[src/rtl/raster_pkg.sv]
// Shared types and width helpers for the raster scan controller.
package raster_pkg;

   typedef enum logic [1:0] {
      IDLE = 2'd0,
      RUN  = 2'd1,
      DONE = 2'd2
   } state_e;

   localparam int COLS_DEF = 320;
   localparam int ROWS_DEF = 240;

   // Coordinate port width; a count range of n needs at least one bit.
   function automatic int cnt_w(input int n);
      return (n < 2) ? 1 : $clog2(n);
   endfunction

endpackage

[src/rtl/wrap_counter.sv]
// Up-counter over 0..max_p-1 with synchronous clear; wrap_o flags the terminal count.
module wrap_counter #(
   parameter int width_p = 8,
   parameter int max_p   = 256
) (
   input  logic               clk_i,
   input  logic               reset_ni,
   input  logic               clear_i,
   input  logic               en_i,
   output logic [width_p-1:0] count_o,
   output logic               wrap_o
);

   localparam logic [width_p-1:0] LAST = width_p'(max_p - 1);

   assign wrap_o = (count_o == LAST);

   // Explicit compare-to-last wrap so non-power-of-two ranges behave.
   always_ff @(posedge clk_i or negedge reset_ni) begin
      if (!reset_ni)    count_o <= '0;
      else if (clear_i) count_o <= '0;
      else if (en_i)    count_o <= wrap_o ? '0 : count_o + 1'b1;
   end

endmodule

[src/rtl/raster_scan_ctrl.sv]
// Pass-through pixel stream controller that tags raster coordinates and frame markers.
module raster_scan_ctrl
   import raster_pkg::*;
#(
   parameter int data_width_p      = 8,
   parameter int cols_p            = COLS_DEF,
   parameter int rows_p            = ROWS_DEF,
   parameter int frame_cnt_width_p = 8
) (
   input  logic                           clk_i,
   input  logic                           reset_ni,
   input  logic                           start_i,
   input  logic                           abort_i,
   input  logic                           continuous_i,
   input  logic                           valid_i,
   output logic                           ready_o,
   input  logic [data_width_p-1:0]        data_i,
   output logic                           valid_o,
   input  logic                           ready_i,
   output logic [data_width_p-1:0]        data_o,
   output logic [cnt_w(cols_p)-1:0]       x_o,
   output logic [cnt_w(rows_p)-1:0]       y_o,
   output logic                           sof_o,
   output logic                           eol_o,
   output logic                           eof_o,
   output logic                           busy_o,
   output logic                           done_o,
   output logic [frame_cnt_width_p-1:0]   frame_count_o
);

   localparam int XW = cnt_w(cols_p);
   localparam int YW = cnt_w(rows_p);

   state_e state, state_nxt;
   logic   xfer, x_last, y_last, abort_run, frame_end, done_q;

   assign xfer      = valid_i & ready_o;
   assign abort_run = (state == RUN) & abort_i;
   // Abort wins over the last pixel: the frame is not counted and no done.
   assign frame_end = xfer & x_last & y_last & ~abort_run;

   always_ff @(posedge clk_i or negedge reset_ni) begin
      if (!reset_ni) begin
         state  <= IDLE;
         done_q <= 1'b0;
      end else begin
         state  <= state_nxt;
         done_q <= frame_end;
      end
   end

   always_comb begin
      state_nxt = state;
      ready_o   = 1'b0;
      valid_o   = 1'b0;
      case (state)
         IDLE: if (start_i) state_nxt = RUN;
         RUN: begin
            ready_o = ready_i;
            valid_o = valid_i;
            if (abort_i)                        state_nxt = IDLE;
            else if (frame_end && !continuous_i) state_nxt = DONE;
         end
         DONE:    state_nxt = IDLE;
         default: state_nxt = IDLE;
      endcase
   end

   wrap_counter #(.width_p(XW), .max_p(cols_p)) u_x (
      .clk_i(clk_i), .reset_ni(reset_ni), .clear_i(abort_run),
      .en_i(xfer), .count_o(x_o), .wrap_o(x_last)
   );

   wrap_counter #(.width_p(YW), .max_p(rows_p)) u_y (
      .clk_i(clk_i), .reset_ni(reset_ni), .clear_i(abort_run),
      .en_i(xfer & x_last), .count_o(y_o), .wrap_o(y_last)
   );

   wrap_counter #(.width_p(frame_cnt_width_p), .max_p(1 << frame_cnt_width_p)) u_frame (
      .clk_i(clk_i), .reset_ni(reset_ni), .clear_i(1'b0),
      .en_i(frame_end), .count_o(frame_count_o), .wrap_o()
   );

   assign data_o = data_i;
   assign sof_o  = valid_o & (x_o == '0) & (y_o == '0);
   assign eol_o  = valid_o & x_last;
   assign eof_o  = eol_o & y_last;
   assign busy_o = (state != IDLE);
   assign done_o = done_q;

endmodule

[config.mk]
export PLATFORM = sky130hd
export DESIGN_NAME = raster_scan_ctrl
export DESIGN_NICKNAME = d
export VERILOG_FILES = /design/src/rtl/raster_pkg.sv /design/src/rtl/wrap_counter.sv /design/src/rtl/raster_scan_ctrl.sv
export SDC_FILE = /design/constraint.sdc
export NUM_CORES = 1
export LEC_CHECK = 0
export ABC_AREA = 1
export CAP_MARGIN = 15
export CELL_PAD_IN_SITES_DETAIL_PLACEMENT = 1
export CELL_PAD_IN_SITES_GLOBAL_PLACEMENT = 1
export CORE_MARGIN = 1.5
export CORE_UTILIZATION = 33
export DETAILED_ROUTE_END_ITERATION = 12
export PLACE_DENSITY = 0.81
export SLEW_MARGIN = 20
export SYNTH_ARGS = -nofsm -noshare
export SYNTH_HDL_FRONTEND = slang
export SYNTH_SLANG_ARGS = --single-unit
[constraint.sdc]
create_clock -name clk_i -period 1.7 [get_ports clk_i]
set_input_delay 0.17 -clock clk_i [delete_from_list [all_inputs] [get_ports clk_i]]
set_output_delay 0.17 -clock clk_i [all_outputs]
set_load 0.005 [all_outputs]
# After elaboration in Yosys (flattened, before gate mapping)
# Index checks and enable logic that the tools add are counted.
[classes]
eq_ne = 6
add_sub_neg = 3
bitwise_logic = 10
n_reduce_logical = 9
muxes = 13
[op_table]
columns = ["op", "n"]
rows = [
  ["$mux W8", 4],
  ["$mux W9", 3],
  ["$add A8 B1 Y8 const B", 2],
  ["$eq A8 B8 Y1 const B", 2],
  ["$add A9 B1 Y9 const B", 1],
  ["$and A1 B1 Y1", 9],
  ["$eq A9 B9 Y1 const B", 1],
  ["$logic_not A9 Y1", 1],
  ["$logic_not A8 Y1", 1],
  ["$mux W2", 3],
  ["$reduce_bool A2 Y1", 3],
  ["$pmux W2 S2", 1],
  ["$ne A3 B2 Y1 const B", 1],
  ["$eq A2 B1 Y1 const B", 1],
  ["$logic_not A2 Y1", 1],
  ["$mux W1", 2],
  ["$ne A2 B2 Y1 const B", 1],
  ["$reduce_and A2 Y1", 1],
  ["$logic_and A1 B1 Y1", 1],
  ["$logic_not A1 Y1", 1],
  ["$not A1 Y1", 1],
]
[word_totals]
out_inout_bits = 40
elab_cells = 46
regBits = 28
in_bits = 15

# Depth between registers and ports, before layout
# Gate-level depths: netlist of the first run.
[depth]
ltp_word = 10
depth_mapped = 9
depth_no_buf = 9

# Cells and area by module
# From an unflattened synthesis of the first run, not the netlist that was laid out.
[unflattened]
hier_cells = 249
area_unflattened_um2 = 1804.2
[by_module_without_submodules]
columns = ["mod", "n_inst", "area_each_um2", "cells_per_inst", "seq_area_each_um2"]
rows = [
  ["wrap_counter (u_x)", 1, 543.0, 73, 225.2],
  ["wrap_counter (u_y)", 1, 473.0, 67, 200.2],
  ["wrap_counter (u_frame)", 1, 449.2, 56, 200.2],
  ["raster_scan_ctrl", 1, 339.1, 53, 75.1],
]

# Least setup slack after synthesis of the first run
# Ideal clock, no wire load.
[synth_path]
path_type = "register -> register"
start = "register u_x.count_o[0]"
end = "register u_y.count_o[2]"
required_ns = 1.582
setup_time_ns = 0.118
path_stages_with_launch = 10
path_buffers = 1
arrival_ns = 1.327
setup_slack_ns = 0.255
synth_period_minus_slack_ns = 1.445
cell_sequence = "dfrtp_1 ha_1 nand2_1 nor2_2 nand4_2 nand2_1 nand2_2 buf_6 nand2_1 o21ai_2"
[synth_via]
elab_chain_len = 3
[synth_rtl]
columns = ["element", "line", "rtl"]
rows = [
  ["start: declaration", "wrap_counter.sv:10", "output logic [width_p-1:0] count_o,"],
  ["start signal: assignment", "wrap_counter.sv:22", "else if (en_i) count_o <= wrap_o ? '0 : count_o + 1'b1;"],
  ["$eq A9 B9 Y1", "wrap_counter.sv:16", "assign wrap_o = (count_o == LAST);"],
  ["$and A1 B1 Y1", "raster_scan_ctrl.sv:76", ".en_i(xfer & x_last), .count_o(y_o), .wrap_o(y_last)"],
  ["$reduce_bool A2 Y1 (no line)", "--", ""],
  ["end signal: assignment", "wrap_counter.sv:22", ""],
  ["end: declaration", "wrap_counter.sv:10", ""],
]
# No other way between the ends.
# A chain may end at the register's enable or synchronous reset.

# Final worst setup path of the first run
[layout_path]
start = "register u_x.count_o[0]"
end = "register u_y.count_o[7]"
# Same word-level chain as after synthesis.

==> results of run 1 <==
-- synthesized netlist by cell type --
| library cell | count | area (um2) |
|---|---|---|
| nand3b_1 | 1 | 7.51 |
| nor2_2 | 5 | 31.3 |
| a21oi_1 | 4 | 20.0 |
| nand4_1 | 8 | 50.1 |
| o21ai_1 | 3 | 15.0 |
| buf_4 | 8 | 60.1 |
| nor3_1 | 5 | 25.0 |
| nand3_2 | 2 | 20.0 |
| inv_2 | 2 | 7.51 |
| o21bai_1 | 1 | 7.51 |
| nand4_4 | 1 | 21.3 |
| o21ai_0 | 8 | 40.0 |
| nand2_2 | 3 | 18.8 |
| inv_1 | 29 | 109 |
| ha_1 | 5 | 62.6 |
| nor2_1 | 32 | 120 |
| nor2_4 | 2 | 22.5 |
| buf_2 | 1 | 5.00 |
| nand2_1 | 76 | 285 |
| or2_2 | 1 | 6.26 |
| nand3_1 | 27 | 135 |
| nand4_2 | 1 | 12.5 |
| nand2_4 | 1 | 11.3 |
| buf_6 | 1 | 11.3 |
| xor2_1 | 3 | 26.3 |
| o21ai_2 | 1 | 8.76 |
| dfrtp_1 | 28 | 701 |
| nor4_1 | 2 | 12.5 |
-- cells by family after synthesis --
family | count (synthesis) | share of synthesized area (%)
AO/OA/AOI/OAI | 17 | 4.93
XOR/XNOR | 3 | 1.42
adder cells (fa/ha/maj) | 5 | 3.38
buffers and inverters | 41 | 10.4
flip-flops | 28 | 37.8
AND/OR/NAND/NOR | 167 | 42.1
-- stage by stage --
step | TNS (ns) | total power, mW | hold slack, ns | cell area [um2] | cells
after floorplan | 0 | 0.916 | -0.126 | 1850 | 261
after global placement | -0.223 | 1.17 | 0.340 | 2550 | 401
after detailed placement | -0.405 | 1.19 | 0.340 | 2550 | 401
after CTS | -0.0359 | 1.79 | 0.275 | 2730 | 414
after global routing | -2.37 | 1.93 | 0.284 | 2900 | 416
final | -0.586 | 1.87 | 0.253 | 2900 | 416
-- sequential cells by signal, summed over array words and instances (netlist names) --
name / count
u_x.count_o: 9
u_y.count_o: 8
done_o: 1
u_frame.count_o: 8
state: 2
-- area by class of cell --
type                       instances  area, um2  share of cell area (%)
multi-input combinational        193       1160                    40.0
timing repair buffer              88        757                    26.1
inverter                          31        121                    4.18
tap                               72       90.1                    3.10
sequential                        28        701                    24.1
clock buffer                       3       41.3                    1.42
clock inverter                     1       30.0                    1.03
-- power breakdown --
part	total [mW]	internal, mW	switching, mW
Clock	0.570	0.317	0.254
Sequential	0.741	0.699	0.0417
Combinational	0.555	0.281	0.274
-- per-layer routing --
layer | vias up | global-route usage (%)
li1 | 996 | -
met1 | 1056 | 26.4
met2 | 61 | 37.9
met3 | 19 | 2.35
met4 | 0 | 6.07
met5 | - | 0
-- path summary, 6_finish.rpt --
path | from | end | slack [ns]
max | u_x.count_o[0]$_DFFE_PN0P_ | u_y.count_o[7]$_DFFE_PN0P_ | -0.07
min | reset_ni | u_frame.count_o[3]$_DFFE_PN0P_ | 0.25
max reg2reg | u_x.count_o[0]$_DFFE_PN0P_ | u_y.count_o[7]$_DFFE_PN0P_ | -0.07
min reg2reg | u_frame.count_o[1]$_DFFE_PN0P_ | u_frame.count_o[1]$_DFFE_PN0P_ | 0.57
max in group asynchronous | reset_ni | u_y.count_o[0]$_DFFE_PN0P_ | 1.15
min in group clk_i | data_i[0] | data_o[0] | 0.34
-- repair_timing --
item / CTS / global route
cloned: 0 / 1
setup endpoints to repair: 5 / 30
gates resized for setup: 29 / 37
pin swaps: 4 / 5
endpoints found under the hold margin: 0 / 0
setup buffers: 9 / 2
==> results.md, run 1 <==
- Clock-pin slew was measured on the worst setup and hold paths at 0.11 ns.
- Counting the fill cells in the layout gives 702.
- The average size of a mapped cell is 7.10 um2.
- The via count normalized by instance count is 5.13.
- In this design, the critical path's most frequently occurring cell is nand2_4.
- Buffers inserted during clock tree synthesis total 3.
- The clock tree from TritonCTS is built.
- The path class of the tightest hold or removal check is input port to async pin.
- Wire segments on met2 add up to 3.59 mm in the final route.
- The normalized max-slew margin is 72.9%.
- Entering global routing, the biggest net connects 29 pins.
- STA classifies the critical path endpoint as a flip-flop.
- The maximum level of the CTS H-tree is 1.
- Leaving out fill and tap cells, the most frequent cell in the layout is nand2_1.
- Across the VDD grid, the largest voltage drop is 0.000458 V.
- The count of endpoints failing hold in the final timing report is 0.
- The initial standard-cell utilization of the core is 33.9%.
- The global-route congestion overflow total is 0.
- The highest fanout seen on the critical path is 7.
- The critical path goes through buf_6 > ha_4 > nand2_4 > nor2_4 > nand4_4 > buf_6 > buf_4 > nand2_4 > nand2_4 > nand2_1 > nand2_1.
- After the last flow step, the layout net total stands at 365.
- Synthesis produced 261 cells.
- The number of distinct library cells after synthesis is 28.
- The worst setup path category is flip-flop to flip-flop.
- Setup repair after global routing could not meet its margin everywhere.
- The floorplan step set the die height to 77.9 um.
- The number of nets handed over by synthesis was 281.
- The standard-cell row count is 27.
- On the critical path the largest part of the delay comes from simple AND/OR/NAND/NOR gates.
- The flow ran to the end, but the final reports show violations.
- After detailed routing, the number of remaining DRC violations is 0.
- The share of the cycle needed by the critical path after routing is 104%.
- The I/O pin count is 55.
- The number of inserted diodes is 0.
- The detailed router used layers up to and including met4.
- The number of violations of the max-capacitance limit is 0.
- The number of clock sinks seen by CTS is 28.
- The count of yosys warnings during synthesis is 0.
- After floorplanning, the core was sized to cover 5470 um2.
- Sequential elements use 37.8% of the synthesized area.
- For the pin with the worst max-slew slack, the measured transition is 0.406 ns.
- The standard cell with the maximum stage delay on the critical path is dfrtp_1.
- STA classifies the critical path startpoint as a flip-flop.
- Dividing the detail-routed wire length by the instance count gives 17.0 um.
- The total power per unit cell area is 643 nW/um2.
- The timing-limited maximum frequency is 0.565 GHz.
- Data on the critical path arrives at its endpoint at 1.96 ns.
- The synthesized cell area is 1850 um2.
- Counting cells, the worst reg-to-reg path comes to 11.
- The fraction of layout cells with a size suffix above 1 is 31.4%.
- The detailed-placement wirelength estimate is 4.43 mm.
- The number of gates on the worst path with buffers counted is 11.
- The maximum buffer depth of the clock tree is 2.
- The global router's overall resource usage is 21.1%.
- The critical path contains buffers and inverters numbering 3 combined.
- Once layout is complete, the utilization of the core stands at 53.0%.
- The tree is rooted in a clkbuf_8.
- The area growth from synthesis to layout is 56.6%.
- The static leakage is 1.43 nW.
- The count of hold buffers inserted by post-cts repair is 0.
- The number of global-route vias before repair was 2152.
- Between clock sinks in the finished design, the worst skew comes to 0.00402 ns.
- Timing analysis after detailed placement gives a worst setup slack of -0.202 ns.
- The final layout contains routed wiring with a total length of 7.08 mm.
- In the detailed route, the total length drawn on met3 is 243 um.
- The final count of pins violating max slew was 0.
- STA puts the critical path data required time at 1.89 ns.
- The initial antenna violation count was 0.
- The checks that failed: negative setup slack.
- The detailed-router iteration count before antenna repair is 4.
- The clock latency at the later pin of the worst-skew pair is 0.29 ns.
- The worst stage delay on the critical path is 0.41 ns.
- The floorplan die area is 6070 um2.
- For this block, the via count after detailed routing is 2132.
- The wire length on met1 is 3.04 mm.
- The first-iteration detailed-routing DRC count is 87.
- The final critical path time including I/O delays and setup is 1.77 ns.
- In this run the remaining antenna-violating nets after routing total 0.
- Setup violations remaining at the end of the flow were counted as 16.
- In this run the horizontal extent of the chip is 77.9 um.
- The post-synthesis sequential element count is 28.
- Once routing completed, OpenROAD measured the worst setup slack at -0.0689 ns.
- The congestion estimate from routability-driven global placement came to 0.814.
- The number of buffers inserted by port buffering is 38.
- The first global-routing pass estimated 10.1 mm of wire.
- Leaving out fill and tap cells, the most frequent cells in the layout are nand2_1 (70), buf_4 (46), clkdlybuf4s50_1 (33).
No activity file was read; power rests on OpenSTA's default activity.
==> run 2: changes to the inputs <==
- CORE_UTILIZATION: 33 -> 44
- DONT_BUFFER_PORTS: unset -> 1
- PLACE_DENSITY: 0.81 -> 0.8
==> run 2 against run 1 <==
Compared with the run above: the run now ends clean; sequential power hardly changed; global-route usage up 3.8 points; setup slack better by 0.15 ns; wire length decreased by 26%; clock skew fell by 0.0012 ns; sequential share of layout area is 8.9 points higher; critical path type is now flip-flop to output port; critical endpoint is now eof_o.
==> results.md, run 2 (synthesis gave the netlist of run 1 again) <==
- The flow ran to the end, and the final reports show no timing, DRC or antenna violations.
- The final critical path time including I/O delays and setup came to 1.61 ns (-0.154 ns).
- The average wire per standard cell came to 16.0 um (-5.9%).
- The post-placement setup slack is 0.0545 ns (+0.257 ns).
- The slew at the pin closest to its max-slew limit came to 0.347 ns (-0.0584 ns).
- The final weighted congestion of routability-driven global placement is 0.831 (+2.1%).
- By startpoint and endpoint, the worst setup path is classified as flip-flop to output port.
- The number of global-route vias before repair is 1824 (-15%).
- The post-layout instance area is 2130 um2 (-27%).
- The share of the cycle needed by the critical path after routing is 95.0% (-9.1 points).
- The classification of the worst-slack hold path is input port to flip-flop.
- The signal on the critical path passes through ha_4 > nand2_4 > nor2_4 > nand4_4 > nor3_4.
- The final-layout fill cell count is 536 (-24%).
- The largest registers in the layout are u_x.count_o: 9 flops, u_frame.count_o: 8 flops, u_y.count_o: 8 flops.
- The initial standard-cell utilization of the core is 46.0% (+12 points).
- Setup repair after global routing could not meet its margin everywhere.
- The total power per unit cell area was 649 nW/um2 (+0.85%).
- The routed length on met2 is 2.57 mm (-28%).
- The number of buffers inserted by port buffering is 0 (-100%).
- The standard-cell row count is 23 (-15%).
- The highest layer touched by signal routing is met4.
- The timing-limited maximum frequency is 0.619 GHz (+9.6%).
- The clock slew seen by the registers of the worst setup and hold paths is 0.09 ns (-0.02 ns).
- The post-layout net count is 297 (-19%).
- The arrival time reported for the critical path endpoint is 1.44 ns (-0.52 ns).
- The global router's overall resource usage is 24.9% (+3.8 points).
- The static leakage is 1.11 nW (-23%).
- The remaining design rule violation count is 0 (unchanged).
- The detailed-route via count is 1767 (-17%).
- The initial antenna violation count came to 0 (unchanged).
- The maximum level of the CTS H-tree is 1 (unchanged).
- The detailed-router iteration count before antenna repair was 4 (unchanged).
- The via count normalized by instance count is 5.44 (+6.1%).
- The register with the most flip-flops is u_x.count_o.
- The total clock buffers created by CTS is 3 (unchanged).
- The first-iteration detailed-routing DRC count is 63 (-28%).
- The number of clock sinks seen by CTS is 28 (unchanged).
- The antenna violation net count after detailed routing is 0 (unchanged).
- The worst-case clock skew is 0.00279 ns (-0.00123 ns).
- The maximum buffer depth of the clock tree was 2 (unchanged).
- In the layout the commonest cells are nand2_1 (75), nor2_1 (30), inv_1 (29).
- The largest individual stage delay along the critical path comes from the cell dfrtp_2.
- The largest net degree at the start of global routing is 29 (unchanged).
- The fraction of layout cells with a size suffix above 1 was 17.5% (-14 points).
- The core utilization of the finished layout is 52.8% (-0.25 points).
- The floorplan die height came to 67.9 um (-13%).
- The I/O pin count is 55 (unchanged).
- The worst setup path is launched from a flip-flop.
- The count of final setup violators is 0 (-16).
- The commonest non-fill, non-tap cell in the layout is nand2_1.
- The wire length on met1 is 2.31 mm (-24%).
- The overall routed net length was 5.20 mm (-26%).
- The number of violations of the max-capacitance limit is 0 (unchanged).
- The highest fanout seen on the critical path is 6 (-1).
- The global-route congestion overflow total was 0 (unchanged).
- Relative to the synthesized area, the layout overhead comes to 14.7%.
- The count of endpoints failing hold in the final timing report is 0 (unchanged).
- The post-CTS setup buffer count came to 0 (-9).
- The normalized max-slew margin is 76.8% (+3.9 points).
- The worst stage delay on the critical path is 0.43 ns (+0.02 ns).
- The setup slack after layout was 0.0853 ns (+0.154 ns).
- The clock tree from TritonCTS is built.
- The kind of end point of the critical path is an output port.
- The global-route wire length before repair was 8.45 mm (-16%).
- The floorplan die area is 4610 um2 (-24%).
- The die width is 67.9 um (-13%).
- The detailed route wirelength on metal3 is 252 um (+3.7%).
- The number of flip-flops under the largest register name is 9 (unchanged).
- The detailed-placement wirelength estimate is 3.95 mm (-11%).
- The final count of pins violating max slew came to 0 (unchanged).
- The number of inserted diodes came to 0 (unchanged).
- The worst voltage drop across the vdd grid is 0.000335 V (-27%).
- The clock latency at the later pin of the worst-skew pair came to 0.28 ns (about the same).
- The placeable core region was 4030 um2 (-26%).
- The worst path required time came to 1.53 ns (-0.36 ns).
- The area of placed instances is 1970 um2 (-23%).
- CTS placed an instance of clkbuf_8 at the clock tree root.
[run 2: cell count changes in the layout (fill, tap and decap cells not counted), sizes merged]
cell / change
buf: -35
dlygate4sd3: +3
clkdlybuf4s50: -33
nand2: -1
dlymetal6s2s: -1
bufinv: -1
dlygate4sd2: -1
[run 2: routing by layer]
metal	vias to the layer above	GRT usage, %
li1	855	-
met5	-	0
met2	39	42.5
met1	864	31.2
met4	0	8.50
met3	9	5.10
[run 2: cell type report]
class | count | area, um2 | area share (%)
clock buffer | 3 | 41.3 | 1.94
tap | 50 | 62.6 | 2.94
inverter | 31 | 116 | 5.47
multi-input combinational | 192 | 1030 | 48.3
sequential | 28 | 702 | 33.0
timing repair buffer | 21 | 178 | 8.36
[run 2: what timing repair did]
| action | CTS | global route |
|---|---|---|
| endpoints found under the setup margin | 1 | 25 |
| pin swaps | 0 | 3 |
| gates resized for setup | 1 | 13 |
| hold buffers | 3 | 1 |
| hold endpoints to repair | 29 | 1 |
[run 2: through the flow]
step | cells | TNS (ns) | hold WS (ns) | power (mW)
6_report | 325 | 0 | 0.0440 | 1.38
5_1_grt | 325 | -0.0302 | 0.0445 | 1.47
4_1_cts | 324 | 0 | 0.00550 | 1.38
3_5_place_dp | 318 | 0 | -0.125 | 0.989
3_3_place_gp | 318 | 0 | -0.125 | 0.981
2_1_floorplan | 261 | 0 | -0.126 | 0.916
[run 2: worst paths after layout]
path / startpoint / to / slack, ns / cells past startpoint
max: u_x.count_o[1]$_DFFE_PN0P_ / eof_o / 0.09 / 5
min: abort_i / state[0]$_DFFE_PN0P_ / 0.04 / 3
max reg2reg: u_x.count_o[1]$_DFFE_PN0P_ / u_y.count_o[1]$_DFFE_PN0P_ / 0.11 / 7
min reg2reg: state[1]$_DFFE_PN0P_ / state[0]$_DFFE_PN0P_ / 0.56 / 3
max in group asynchronous: reset_ni / u_frame.count_o[6]$_DFFE_PN0P_ / 1.19 / 2
min in group asynchronous: reset_ni / u_x.count_o[1]$_DFFE_PN0P_ / 0.34 / 2
[run 2: power by group]
part / leakage [nW] / internal, mW / switching [mW]
clock network: 0.0216 / 0.160 / 0.205
registers: 0.383 / 0.699 / 0.0413
logic: 0.703 / 0.102 / 0.171
[run 2: critical path: cells and delay by family, from the launching register on]
family	cells	cell delay, ns
AND/OR/NAND/NOR	4	0.55
adder cells (fa/ha/maj)	1	0.18
flip-flops	1	0.43
==> run 3: changes to the inputs <==
- ABC_AREA: 1 -> unset
- CORE_UTILIZATION: 44 -> 46
- PLACE_DENSITY: 0.8 -> 0.79
==> run 3 against run 2 <==
Compared with the run above: area after synthesis is 5.7% lower; critical path type unchanged; register-to-register slack got worse by 0.28 ns; sequential cell count stayed put; the run now ends with negative setup slack left; sequential power grew 3.0%; critical path depth shrank 1.
==> results.md, run 3 <==
- The run finished, with violations left.
- The final reports fail on negative setup slack.
- The number of enable flip-flop cells after synthesis is 0 (unchanged).
- The initial standard-cell utilization of the core is 47.7% (+1.7 points).
- The remaining design rule violation count is 0 (unchanged).
- The core utilization of the finished layout is 69.3% (+17 points).
- STA classifies the critical path startpoint as a flip-flop.
- The top-area cell type share of the netlist area was 40.1% (+2.3 points).
- The largest registers in the layout are u_x.count_o: 9 flops, u_frame.count_o: 8 flops, u_y.count_o: 8 flops.
- The count of final setup violators was 15 (+15).
- The setup slack after layout was -0.272 ns (-0.358 ns).
- The number of global-route vias before repair is 1932 (+5.9%).
- The antenna violation net count after detailed routing is 0 (unchanged).
- The worst voltage drop across the vdd grid is 0.000642 V (+92%).
- The tightest min-delay check is of the input port to flip-flop type.
- The arrival time reported for the critical path endpoint is 1.80 ns (+0.36 ns).
- The number of flip-flops under the largest register name is 9 (unchanged).
- The total power per unit cell area came to 784 nW/um2 (+21%).
- The total clock buffers created by CTS is 3 (unchanged).
- The final hold slack is 0.0268 ns (-0.0173 ns).
- By count the netlist is led by dfrtp_1 (28), nand2_1 (16), nor2_1 (11), a21oi_1 (10), nand3_1 (10).
- The maximum buffer depth of the clock tree is 2 (unchanged).
- The top cell types in the final layout, fill and taps aside, are buf_4 (44), dfrtp_1 (27), nand2_1 (15).
- The number of standard cells after synthesis is 187 (-28%).
- The normalized max-slew margin is 69.5% (-7.3 points).
- The proportion of synthesized flip-flops having asynchronous set or reset came to 100% (unchanged).
- The placed instance count came to 261 (-18%).
- The first-iteration detailed-routing DRC count was 126 (+100%).
- The cell with the most instances after synthesis is dfrtp_1.
- Ranked by total cell area, the synthesized netlist is headed by dfrtp_1 (40%), ha_1 (3.6%), buf_4 (3.4%).
- The standard-cell row count is 22 (-4.3%).
- The final weighted congestion of routability-driven global placement is 0.932 (+12%).
- The post-placement setup slack is -0.232 ns (-0.286 ns).
- The global router's overall resource usage is 32.9% (+8.0 points).
- The timing-limited maximum frequency is 0.507 GHz (-18%).
- The number of inserted diodes is 0 (unchanged).
- The highest fanout seen on the critical path is 8 (+2).
- The placeable core region is 3660 um2 (-9.1%).
- Leaving out fill and tap cells, the most frequent cell in the layout is buf_4.
- The area growth from synthesis to layout is 45.3%.
- Setup repair after global routing could not meet its margin everywhere.
- By startpoint and endpoint, the worst setup path is classified as flip-flop to output port.
- The post-synthesis sequential element count came to 28 (unchanged).
- The floorplan die height is 64.6 um (-4.8%).
- The via count normalized by instance count is 6.65 (+22%).
- The worst-case clock skew is 0.0114 ns (+0.00864 ns).
- The clock latency at the later pin of the worst-skew pair is 0.30 ns (+0.02 ns).
- The clock slew seen by the registers of the worst setup and hold paths is 0.11 ns (+0.02 ns).
- The kind of end point of the critical path is an output port.
- The average wire per standard cell is 27.8 um (+73%).
- The average size of a mapped cell is 9.34 um2 (+32%).
- The library cell with the largest summed area after synthesis is dfrtp_1.
- The final count of pins violating max slew is 0 (unchanged).
- The die width is 64.6 um (-4.8%).
- The accumulated negative setup slack is -1.38 ns (-1.38 ns).
- The global-route wire length before repair was 10.3 mm (+22%).
- The dominant synthesized flop cell is dfrtp_1.
- The count of yosys warnings during synthesis is 0 (unchanged).
- The floorplan die area came to 4180 um2 (-9.4%).
- The CTS root buffer is clkbuf_8.
- The global-route congestion overflow total is 0 (unchanged).
- TritonCTS built the clock tree.
- The slew at the pin closest to its max-slew limit is 0.453 ns (+0.106 ns).
- The initial antenna violation count is 0 (unchanged).
- The I/O pin count is 55 (unchanged).
- The area of placed instances is 2060 um2 (+4.6%).
- The post-layout instance area was 2540 um2 (+19%).
- The number of clock sinks seen by CTS is 28 (unchanged).
- The total design power is 1.99 mW (+44%).
- The register with the most flip-flops is u_x.count_o.
- The post-synthesis net count is 207 (-26%).
- The overall routed net length was 7.78 mm (+49%).
- The fraction of layout cells with a size suffix above 1 is 46.6% (+29 points).
- The final critical path time including I/O delays and setup is 1.97 ns (+0.358 ns).
- The number of distinct library cells after synthesis is 49 (+75%).
- The final instance count without filler cells is 280 (-14%).
- The detailed-router iteration count before antenna repair is 4 (unchanged).
- The worst path required time is 1.53 ns (about the same).
- The post-layout net count came to 253 (-15%).
- The synthesized cell area is 1750 um2 (-5.7%).
- The largest net degree at the start of global routing is 29 (unchanged).
- The detailed-placement wirelength estimate is 4.23 mm (+7.1%).
- The final-layout fill cell count is 376 (-30%).
- The static leakage is 1.11 nW (-0.21%).
- The maximum level of the CTS H-tree came to 1 (unchanged).
- The number of violations of the max-capacitance limit is 0 (unchanged).
- The share of the cycle needed by the critical path after routing is 116% (+21 points).
- The count of endpoints failing hold in the final timing report is 0 (unchanged).
- The number of buffers inserted by port buffering is 0 (unchanged).
- The portion of the post-synthesis area used by sequential elements is 40.1% (+2.3 points).
- The detailed-route via count is 1863 (+5.4%).
==> run 3: worst paths after layout <==
check,start,endpoint,slack [ns],depth (start not counted)
worst max-delay path,u_x.count_o[7]$_DFFE_PN0P_,eof_o,-0.27,4
worst min-delay path,start_i,state[0]$_DFFE_PN0P_,0.03,2
worst max register to register,u_x.count_o[3]$_DFFE_PN0P_,u_frame.count_o[5]$_DFFE_PN0P_,-0.17,6
worst min register to register,u_frame.count_o[4]$_DFFE_PN0P_,u_frame.count_o[4]$_DFFE_PN0P_,0.62,1
max in group asynchronous,reset_ni,u_x.count_o[6]$_DFFE_PN0P_,1.20,2
min in group asynchronous,reset_ni,u_x.count_o[4]$_DFFE_PN0P_,0.31,2
==> run 3: kinds of logic (layout without fill, tap and decap cells) <==
group	Yosys count	count (layout)	synth area share, %
flip-flops	28	28	40.1
buffers and inverters	23	68	7.31
AO/OA/AOI/OAI	37	37	14.1
XOR/XNOR	7	7	3.51
multiplexers	3	3	1.86
AND/OR/NAND/NOR	84	84	29.5
adder cells (fa/ha/maj)	5	5	3.58
==> run 3: timing repair <==
item                                    CTS  global route
resized for setup                        25            33
endpoints found under the hold margin    29             0
buffers inserted                          5             7
hold buffers                              3             0
endpoints found under the setup margin   24            20
pin swaps                                 7            18
==> run 3: area by class of cell <==
class | count | area (um2) | area share (%)
Multi-Input combinational cell | 136 | 1200 | 47.3
Sequential cell | 28 | 702 | 27.7
Timing Repair Buffer | 55 | 469 | 18.5
Tap cell | 48 | 60.1 | 2.37
Clock buffer | 3 | 41.3 | 1.63
Inverter | 9 | 33.8 | 1.33
Clock inverter | 1 | 30.0 | 1.18
==> run 3: worst max-delay path, stage by stage (launching register included) <==
cell	delay (ns)
dfrtp_1	0.49
buf_4	0.22
nor2_1	0.22
nand4_1	0.24
nor3_2	0.33
==> run 3: where the power goes <==
| group | internal (mW) | switching, mW | leakage, nW | total, mW |
|---|---|---|---|---|
| Clock | 0.317 | 0.239 | 0.0357 | 0.555 |
| Combinational | 0.304 | 0.366 | 0.688 | 0.670 |
| Sequential | 0.721 | 0.0422 | 0.382 | 0.763 |
==> run 3: routing by layer <==
| metal | wire, um | vias to the layer above | track usage [%] |
|---|---|---|---|
| li1 | - | 775 | - |
| met5 | 0 | - | 0 |
| met1 | 2930 | 960 | 40.6 |
| met3 | 453 | 32 | 3.65 |
| met2 | 4050 | 96 | 59.0 |
| met4 | 339 | 0 | 12.5 |
